===== config.mk =====
export PLATFORM = sky130hd
export DESIGN_NAME = sprite_mem_writer_flat
export DESIGN_NICKNAME = d
export VERILOG_FILES = /design/src/rtl/sprite_pkg.sv /design/src/rtl/sprite_mem_writer_if.sv /design/src/rtl/sprite_wr_fifo.sv /design/src/rtl/sprite_mem_writer.sv /design/src/flat_wrapper.sv
export SDC_FILE = /design/constraint.sdc
export NUM_CORES = 1
export LEC_CHECK = 0
export ABC_AREA = 1
export BUFFER_PORTS_ARGS = -buffer_cell sky130_fd_sc_hd__buf_2
export CAP_MARGIN = 40
export CORE_UTILIZATION = 50
export DETAILED_ROUTE_END_ITERATION = 8
export PLACE_DENSITY = 0.66
export SYNTH_ARGS = -nofsm -noshare
export SYNTH_HDL_FRONTEND = slang
export SYNTH_SLANG_ARGS = --single-unit

===== constraint.sdc =====
create_clock -name pix_clk -period 4.85 [get_ports pix_clk]
set_input_delay 0.7275 -clock pix_clk [delete_from_list [all_inputs] [get_ports pix_clk]]
set_output_delay 0.7275 -clock pix_clk [all_outputs]
set_load 0.02 [all_outputs]

===== src/rtl/sprite_pkg.sv =====
// Shared types and defaults for the sprite memory write path.
package sprite_pkg;

    localparam int SPRITE_ADDR_W = 13;
    localparam int SPRITE_DATA_W = 16;

    typedef logic [SPRITE_DATA_W-1:0] rgb565_t;

    // Magenta colour key used by the optional transparent-skip build
    localparam rgb565_t TRANSP_KEY_DEF = 16'hF81F;

    typedef enum logic [1:0] {
        ST_IDLE       = 2'd0,
        ST_WAIT_BLANK = 2'd1,
        ST_DRAIN      = 2'd2
    } wr_state_t;

endpackage


===== src/rtl/sprite_mem_writer_if.sv =====
// CPU/loader command port of the sprite memory writer (valid/ready handshake).
interface sprite_mem_writer_if
    import sprite_pkg::*;
#(
    parameter int DATA_WIDTH = SPRITE_DATA_W
) ();

    logic                  cmd_valid;
    logic                  cmd_ready;
    logic                  cmd_is_addr;
    logic [DATA_WIDTH-1:0] cmd_data;

    modport master (
        output cmd_valid,
        output cmd_is_addr,
        output cmd_data,
        input  cmd_ready
    );

    modport slave (
        input  cmd_valid,
        input  cmd_is_addr,
        input  cmd_data,
        output cmd_ready
    );

endinterface


===== src/rtl/sprite_wr_fifo.sv =====
// Synchronous first-word-fall-through FIFO of pending {addr, data} sprite writes.
module sprite_wr_fifo
    import sprite_pkg::*;
#(
    parameter int ENTRY_W = SPRITE_ADDR_W + SPRITE_DATA_W,
    parameter int DEPTH   = 16
) (
    input  logic               clk,
    input  logic               rst,
    input  logic               push,
    input  logic [ENTRY_W-1:0] push_entry,
    input  logic               pop,
    output logic [ENTRY_W-1:0] head,
    output logic               full,
    output logic               empty
);

    localparam int PTR_W = $clog2(DEPTH);
    localparam int CNT_W = PTR_W + 1;

    logic [PTR_W-1:0]   wr_idx_r;
    logic [PTR_W-1:0]   rd_idx_r;
    logic [CNT_W-1:0]   count_r;
    logic [ENTRY_W-1:0] mem_r [DEPTH];
    logic               push_s;
    logic               pop_s;

    assign full   = (count_r == CNT_W'(DEPTH));
    assign empty  = (count_r == {CNT_W{1'b0}});
    assign push_s = push && !full;
    assign pop_s  = pop && !empty;
    assign head   = mem_r[rd_idx_r];

    // Pointer and occupancy bookkeeping; simultaneous push and pop leave count unchanged
    always_ff @(posedge clk or posedge rst) begin
        if (rst) begin
            wr_idx_r <= {PTR_W{1'b0}};
            rd_idx_r <= {PTR_W{1'b0}};
            count_r  <= {CNT_W{1'b0}};
        end else begin
            if (push_s) begin
                wr_idx_r <= wr_idx_r + PTR_W'(1);
            end
            if (pop_s) begin
                rd_idx_r <= rd_idx_r + PTR_W'(1);
            end
            case ({push_s, pop_s})
                2'b10:   count_r <= count_r + CNT_W'(1);
                2'b01:   count_r <= count_r - CNT_W'(1);
                default: count_r <= count_r;
            endcase
        end
    end

    // Entry storage; contents need no reset because occupancy guards every read
    always_ff @(posedge clk) begin
        if (push_s) begin
            mem_r[wr_idx_r] <= push_entry;
        end
    end

endmodule


===== src/rtl/sprite_mem_writer.sv =====
// Sprite memory write front end: queues CPU writes and commits them only during blanking.
// Build option: SPRITE_SKIP_TRANSPARENT_EN drops data words equal to TRANSP_KEY.
module sprite_mem_writer
    import sprite_pkg::*;
#(
    parameter int              ADDR_WIDTH = SPRITE_ADDR_W,
    parameter int              DATA_WIDTH = SPRITE_DATA_W,
    parameter int              FIFO_DEPTH = 16,
    parameter [DATA_WIDTH-1:0] TRANSP_KEY = TRANSP_KEY_DEF
) (
    input  logic                  pix_clk,
    input  logic                  reset,
    sprite_mem_writer_if.slave    cmd,
    input  logic                  bright,
    output logic                  mem_we,
    output logic [ADDR_WIDTH-1:0] mem_addr,
    output logic [DATA_WIDTH-1:0] mem_wdata,
    output logic                  busy,
    output logic                  overflow
);

    localparam int ENTRY_W = ADDR_WIDTH + DATA_WIDTH;
`ifdef SPRITE_SKIP_TRANSPARENT_EN
    localparam bit SKIP_KEY = 1'b1;
`else
    localparam bit SKIP_KEY = 1'b0;
`endif

    logic [ADDR_WIDTH-1:0] wr_ptr_r;
    logic                  overflow_r;
    wr_state_t             state_r;
    wr_state_t             state_s;
    logic                  accept_s;
    logic                  push_s;
    logic                  full_s;
    logic                  empty_s;
    logic [ENTRY_W-1:0]    head_s;

    assign cmd.cmd_ready = !full_s;
    assign accept_s      = cmd.cmd_valid && !full_s;
    // Keyed pixels still consume an address so the underlying memory shows through
    assign push_s        = accept_s && !cmd.cmd_is_addr &&
                           !(SKIP_KEY && (cmd.cmd_data == TRANSP_KEY));
    assign busy          = !empty_s;
    assign overflow      = overflow_r;

    sprite_wr_fifo #(
        .ENTRY_W (ENTRY_W),
        .DEPTH   (FIFO_DEPTH)
    ) u_fifo (
        .clk        (pix_clk),
        .rst        (reset),
        .push       (push_s),
        .push_entry ({wr_ptr_r, cmd.cmd_data}),
        .pop        (mem_we),
        .head       (head_s),
        .full       (full_s),
        .empty      (empty_s)
    );

    // Write pointer and sticky overflow flag
    always_ff @(posedge pix_clk or posedge reset) begin
        if (reset) begin
            wr_ptr_r   <= {ADDR_WIDTH{1'b0}};
            overflow_r <= 1'b0;
        end else begin
            if (accept_s) begin
                if (cmd.cmd_is_addr) begin
                    wr_ptr_r <= cmd.cmd_data[ADDR_WIDTH-1:0];
                end else begin
                    wr_ptr_r <= wr_ptr_r + ADDR_WIDTH'(1);
                end
            end
            if (cmd.cmd_valid && full_s) begin
                overflow_r <= 1'b1;
            end
        end
    end

    // Drain state register
    always_ff @(posedge pix_clk or posedge reset) begin
        if (reset) begin
            state_r <= ST_IDLE;
        end else begin
            state_r <= state_s;
        end
    end

    // Next state; the write strobe is the combinational DRAIN decision so bright gates it at once
    always_comb begin
        state_s   = state_r;
        mem_we    = 1'b0;
        mem_addr  = {ADDR_WIDTH{1'b0}};
        mem_wdata = {DATA_WIDTH{1'b0}};
        case (state_r)
            ST_IDLE, ST_WAIT_BLANK, ST_DRAIN: begin
                if (empty_s) begin
                    state_s = ST_IDLE;
                end else if (bright) begin
                    state_s = ST_WAIT_BLANK;
                end else begin
                    state_s = ST_DRAIN;
                end
            end
            default: state_s = ST_IDLE;
        endcase
        mem_we = (state_s == ST_DRAIN);
        if (!empty_s) begin
            mem_addr  = head_s[ENTRY_W-1 -: ADDR_WIDTH];
            mem_wdata = head_s[DATA_WIDTH-1:0];
        end else begin
            mem_addr  = {ADDR_WIDTH{1'b0}};
            mem_wdata = {DATA_WIDTH{1'b0}};
        end
    end

endmodule


===== src/flat_wrapper.sv =====
// flat-port wrapper written by rule: the top's interface ports become plain ports
module sprite_mem_writer_flat import sprite_pkg::*;
#(
    parameter int              ADDR_WIDTH = SPRITE_ADDR_W,
    parameter int              DATA_WIDTH = SPRITE_DATA_W,
    parameter int              FIFO_DEPTH = 16,
    parameter [DATA_WIDTH-1:0] TRANSP_KEY = TRANSP_KEY_DEF
)
  (pix_clk, reset, bright, mem_we, mem_addr, mem_wdata, busy, overflow, cmd_cmd_valid, cmd_cmd_is_addr, cmd_cmd_data, cmd_cmd_ready);
  sprite_mem_writer_if #(.DATA_WIDTH(DATA_WIDTH)) cmd_i ();
  input  logic pix_clk;
  input  logic reset;
  input  logic bright;
  output logic mem_we;
  output logic [ADDR_WIDTH-1:0] mem_addr;
  output logic [DATA_WIDTH-1:0] mem_wdata;
  output logic busy;
  output logic overflow;
  input wire logic [$bits(cmd_i.cmd_valid)-1:0] cmd_cmd_valid;
  input wire logic [$bits(cmd_i.cmd_is_addr)-1:0] cmd_cmd_is_addr;
  input wire logic [$bits(cmd_i.cmd_data)-1:0] cmd_cmd_data;
  output wire logic [$bits(cmd_i.cmd_ready)-1:0] cmd_cmd_ready;
  assign cmd_i.cmd_valid = cmd_cmd_valid;
  assign cmd_i.cmd_is_addr = cmd_cmd_is_addr;
  assign cmd_i.cmd_data = cmd_cmd_data;
  assign cmd_cmd_ready = cmd_i.cmd_ready;
  sprite_mem_writer #(.ADDR_WIDTH(ADDR_WIDTH), .DATA_WIDTH(DATA_WIDTH), .FIFO_DEPTH(FIFO_DEPTH), .TRANSP_KEY(TRANSP_KEY)) u_core (.pix_clk(pix_clk), .reset(reset), .cmd(cmd_i), .bright(bright), .mem_we(mem_we), .mem_addr(mem_addr), .mem_wdata(mem_wdata), .busy(busy), .overflow(overflow));
endmodule

==> insert_results.sql <==
INSERT INTO impl_metrics (metric_group, metric, value, unit) VALUES
('cts', 'htree_levels', '2', ''),
('sta', 'worst_margin_pin_slew', '1.18', 'ns'),
('cells_and_area', 'layout.cell_area.non_filler', '0.0231', 'sq mm'),
('drt', 'routedLengthMet1', '21800', 'um'),
('logic_synthesis', 'cell_type_with_the_largest_total_area_after_synthesis', 'edfxtp_1', ''),
('cts', 'tritoncts_clock_tree', 'yes', ''),
('global_route', 'largest_net_degree_at_the_start_of_global_routing', '263', ''),
('sta', 'slew-limit-headroom', '21.1', '%'),
('worst_setup_path', 'setup.worst_path.start_class', 'flop', ''),
('global_route', 'antenna_found_initial', '1', ''),
('cells_and_area', 'syn2layout_area_growth', '13.4', '%'),
('logic_synthesis', 'yosys-top-cells-area', 'edfxtp_1 68%, nand2_1 13%, nand3_1 4.1%', ''),
('drt', 'routed_antenna_nets', '0', ''),
('sta', 'fin_crit_sh', '81.7', '%'),
('power_and_ir_drop', 'p_leak', '8.86', 'nW'),
('drt', 'drt_iter0_drc', '1705', ''),
('logic_synthesis', 'synth_enable_flop_cells', '464', ''),
('logic_synthesis', 'synth-async-reset-ratio', '5.88', '%'),
('drt', 'num_vias', '13400', ''),
('sta', 'hold_violations', '0', ''),
('global_route', 'grt_first_pass_wirelength', '76900', 'um'),
('cts', 'cts.clk_slew.worst_paths', '0.06', 'ns'),
('logic_synthesis', 'synth_largest_type_area_fraction', '68.3', '%'),
('cells_and_area', 'post_route_cells_drive_above_1_share', '9.82', '%'),
('drt', 'detail_route.wirelength', '50200', 'um'),
('cts', 'cts-root-buf', 'clkbuf_16', ''),
('logic_synthesis', 'syn-cell-area', '0.0204', 'sq mm'),
('sta', 'finalSetupViolations', '0', ''),
('sta', 'totalNegativeSetupSlack', '0', 'ns'),
('die', 'floorplan.initialDensity', '51.0', '%'),
('drt', 'routed-wl-met2', '22800', 'um'),
('sta', 'max_freq', '252', 'MHz'),
('cts', 'number_of_clock_sinks', '493', ''),
('place', 'gp_congestion', '0.827', ''),
('cts', 'post_cts_setup_buffers', '0', ''),
('worst_setup_path', 'path_depth_of_the_worst_reg2reg_path', '7', ''),
('logic_synthesis', 'proportion_of_synthesized_chip_area_in_sequential_cells', '71.9', '%'),
('logic_synthesis', 'synth-seq-cells', '493', ''),
('cells_and_area', 'final_util', '57.8', '%'),
('die', 'die_h', '204', 'um'),
('logic_synthesis', 'synth.net_count', '1842', ''),
('drt', 'wl_per_cell', '20.8', 'um'),
('logic_synthesis', 'yosysWarningCount', '0', ''),
('die', 'floorplan.core_area', '0.0400', 'sq mm'),
('place', 'placement.io_buffers', '53', ''),
('die', 'row_count', '73', ''),
('place', 'placedInstanceArea', '0.0214', 'sq mm'),
('worst_setup_path', 'reg2reg_launch_point', 'u_core.u_fifo.count_r[0]$_DFFE_PP0P_', ''),
('worst_setup_path', 'worstSetupEndpointType', 'output port', ''),
('cts', 'number_of_buffers_on_the_longest_clock_path', '3', ''),
('worst_setup_path', 'worst_r2r_endpoint', 'u_core.u_fifo.mem_r[13][3]$_DFFE_PP_', ''),
('sta', 'final.hold.worst_slack', '0.272', 'ns'),
('place', 'post-dp-hpwl', '28500', 'um'),
('logic_synthesis', 'synth.avg_cell_area', '11.3', 'sq um'),
('die', 'chipWidth', '204', 'um'),
('global_route', 'vias_in_the_first_global_route', '12800', ''),
('sta', 'final_max_slew_viols', '0', ''),
('cts', 'insertion_delay', '0.56', 'ns'),
('drt', 'wl_met3', '4430', 'um'),
('cells_and_area', 'nNetsFinal', '1887', ''),
('drt', 'drcViolationCount', '0', ''),
('die', 'die_area', '0.0416', 'sq mm'),
('drt', 'highest_layer', 'met5', ''),
('power_and_ir_drop', 'worst_vdd_rail_ir_drop', '750', 'uV'),
('drt', 'drt_pass1_iterations', '6', ''),
('die', 'io_pins', '54', ''),
('run_status', 'run_status', 'completed', ''),
('worst_setup_path', 'critPathArrivalTime', '3.23', 'ns'),
('logic_synthesis', 'synth_cells', '1810', ''),
('global_route', 'global_route.overflow_total', '0', ''),
('drt', 'post_drt_via_cell_ratio', '5.55', '');
==> state kept, by name, indices dropped and copies added (netlist names) <==
name / cells
u_core.overflow: 1
u_core.state_r: 2
u_core.u_fifo.count_r: 5
u_core.u_fifo.mem_r: 464
u_core.u_fifo.rd_idx_r: 4
u_core.u_fifo.wr_idx_r: 4
u_core.wr_ptr_r: 13
==> power by group <==
group          switching [W]  internal [W]  total [W]
registers           0.000303       0.00503    0.00534
clock network        0.00156       0.00238    0.00395
logic                0.00325       0.00130    0.00454
==> critical path, cell delays in order, from the launching register on <==
cell and delay [ns]:
dfrtp_1 0.35, buf_4 0.24, inv_2 0.34, nor2_4 0.33, buf_4 0.65, a21oi_1 0.16
nand3_1 0.12, nand2_1 0.05, nor2_1 0.17, buf_2 0.20
==> cells in the final DEF, fill, tap and decap left out, types with 2 or more instances in the layout <==
master,count
clkinv_1,6
nand3_1,166
clkinvlp_4,4
buf_16,5
nand3b_1,3
o211ai_1,2
buf_4,22
buf_2,53
dfrtp_1,27
inv_1,58
edfxtp_1,464
o21ai_0,36
nand2_1,688
buf_12,9
inv_6,3
nor2_4,17
xor2_1,6
nor2_1,61
o21ai_1,3
a21oi_1,150
bufinv_16,7
clkbuf_1,14
ha_1,10
nand4_1,5
xnor2_1,4
clkbuf_16,51
inv_2,4
clkbuf_8,5
==> per-layer routing <==
metal,track usage (%),vias up
li1,-,6291
met1,36.3,6469
met2,37.6,582
met3,4.34,82
met4,7.62,2
met5,0,-
==> how the worst max path moves through the flow <==
stage	from	end	slack (ns)	depth (start not counted)
after global placement	cmd_cmd_valid	u_core.u_fifo.mem_r[1][14]$_DFFE_PP_	1.32	5
after detailed placement	cmd_cmd_valid	u_core.u_fifo.mem_r[13][2]$_DFFE_PP_	1.30	6
after floorplan	cmd_cmd_valid	u_core.u_fifo.mem_r[11][0]$_DFFE_PP_	2.00	5
after global routing	u_core.u_fifo.rd_idx_r[2]$_DFFE_PP0P_	mem_addr[7]	0.71	9
final	u_core.u_fifo.rd_idx_r[2]$_DFFE_PP0P_	mem_addr[7]	0.89	9
after CTS	u_core.u_fifo.rd_idx_r[2]$_DFFE_PP0P_	mem_addr[7]	0.84	9
==> kinds of logic after synthesis <==
| kind of cell | after synthesis | share of synthesized area [%] |
|---|---|---|
| adder cells (fa/ha/maj) | 11 | 0.712 |
| XOR/XNOR | 10 | 0.429 |
| buffers and inverters | 159 | 3.58 |
| AND/OR/NAND/NOR | 942 | 18.5 |
| AO/OA/AOI/OAI | 195 | 4.86 |
| flip-flops | 493 | 71.9 |
==> cells in the mapped netlist (all sizes together) (2+ instances only) <==
| master | number |
|---|---|
| a21oi | 150 |
| buf | 73 |
| clkbuf | 23 |
| dfrtp | 29 |
| edfxtp | 464 |
| ha | 10 |
| inv | 63 |
| nand2 | 689 |
| nand3 | 166 |
| nand3b | 3 |
| nand4 | 6 |
| nor2 | 78 |
| o211ai | 2 |
| o21ai | 39 |
| xnor2 | 4 |
| xor2 | 6 |
==> through the flow <==
step                      cells  worst slack, ns
after detailed placement   2328             1.30
after global routing       2419            0.709
after CTS                  2419            0.839
final                      2419            0.889
after floorplan            1810             2.00
after global placement     2316             1.32
==> layout make-up <==
cell class | instances | area [sq um] | share of cell area, %
multi-input cells | 1158 | 5130 | 22.2
clock buffers | 70 | 1400 | 6.04
repair buffers | 89 | 748 | 3.23
flip-flops and latches | 493 | 14700 | 63.4
clock inverters | 21 | 294 | 1.27
inverters | 63 | 241 | 1.04
well taps | 525 | 657 | 2.84
Power figures use the tool's default switching activity.
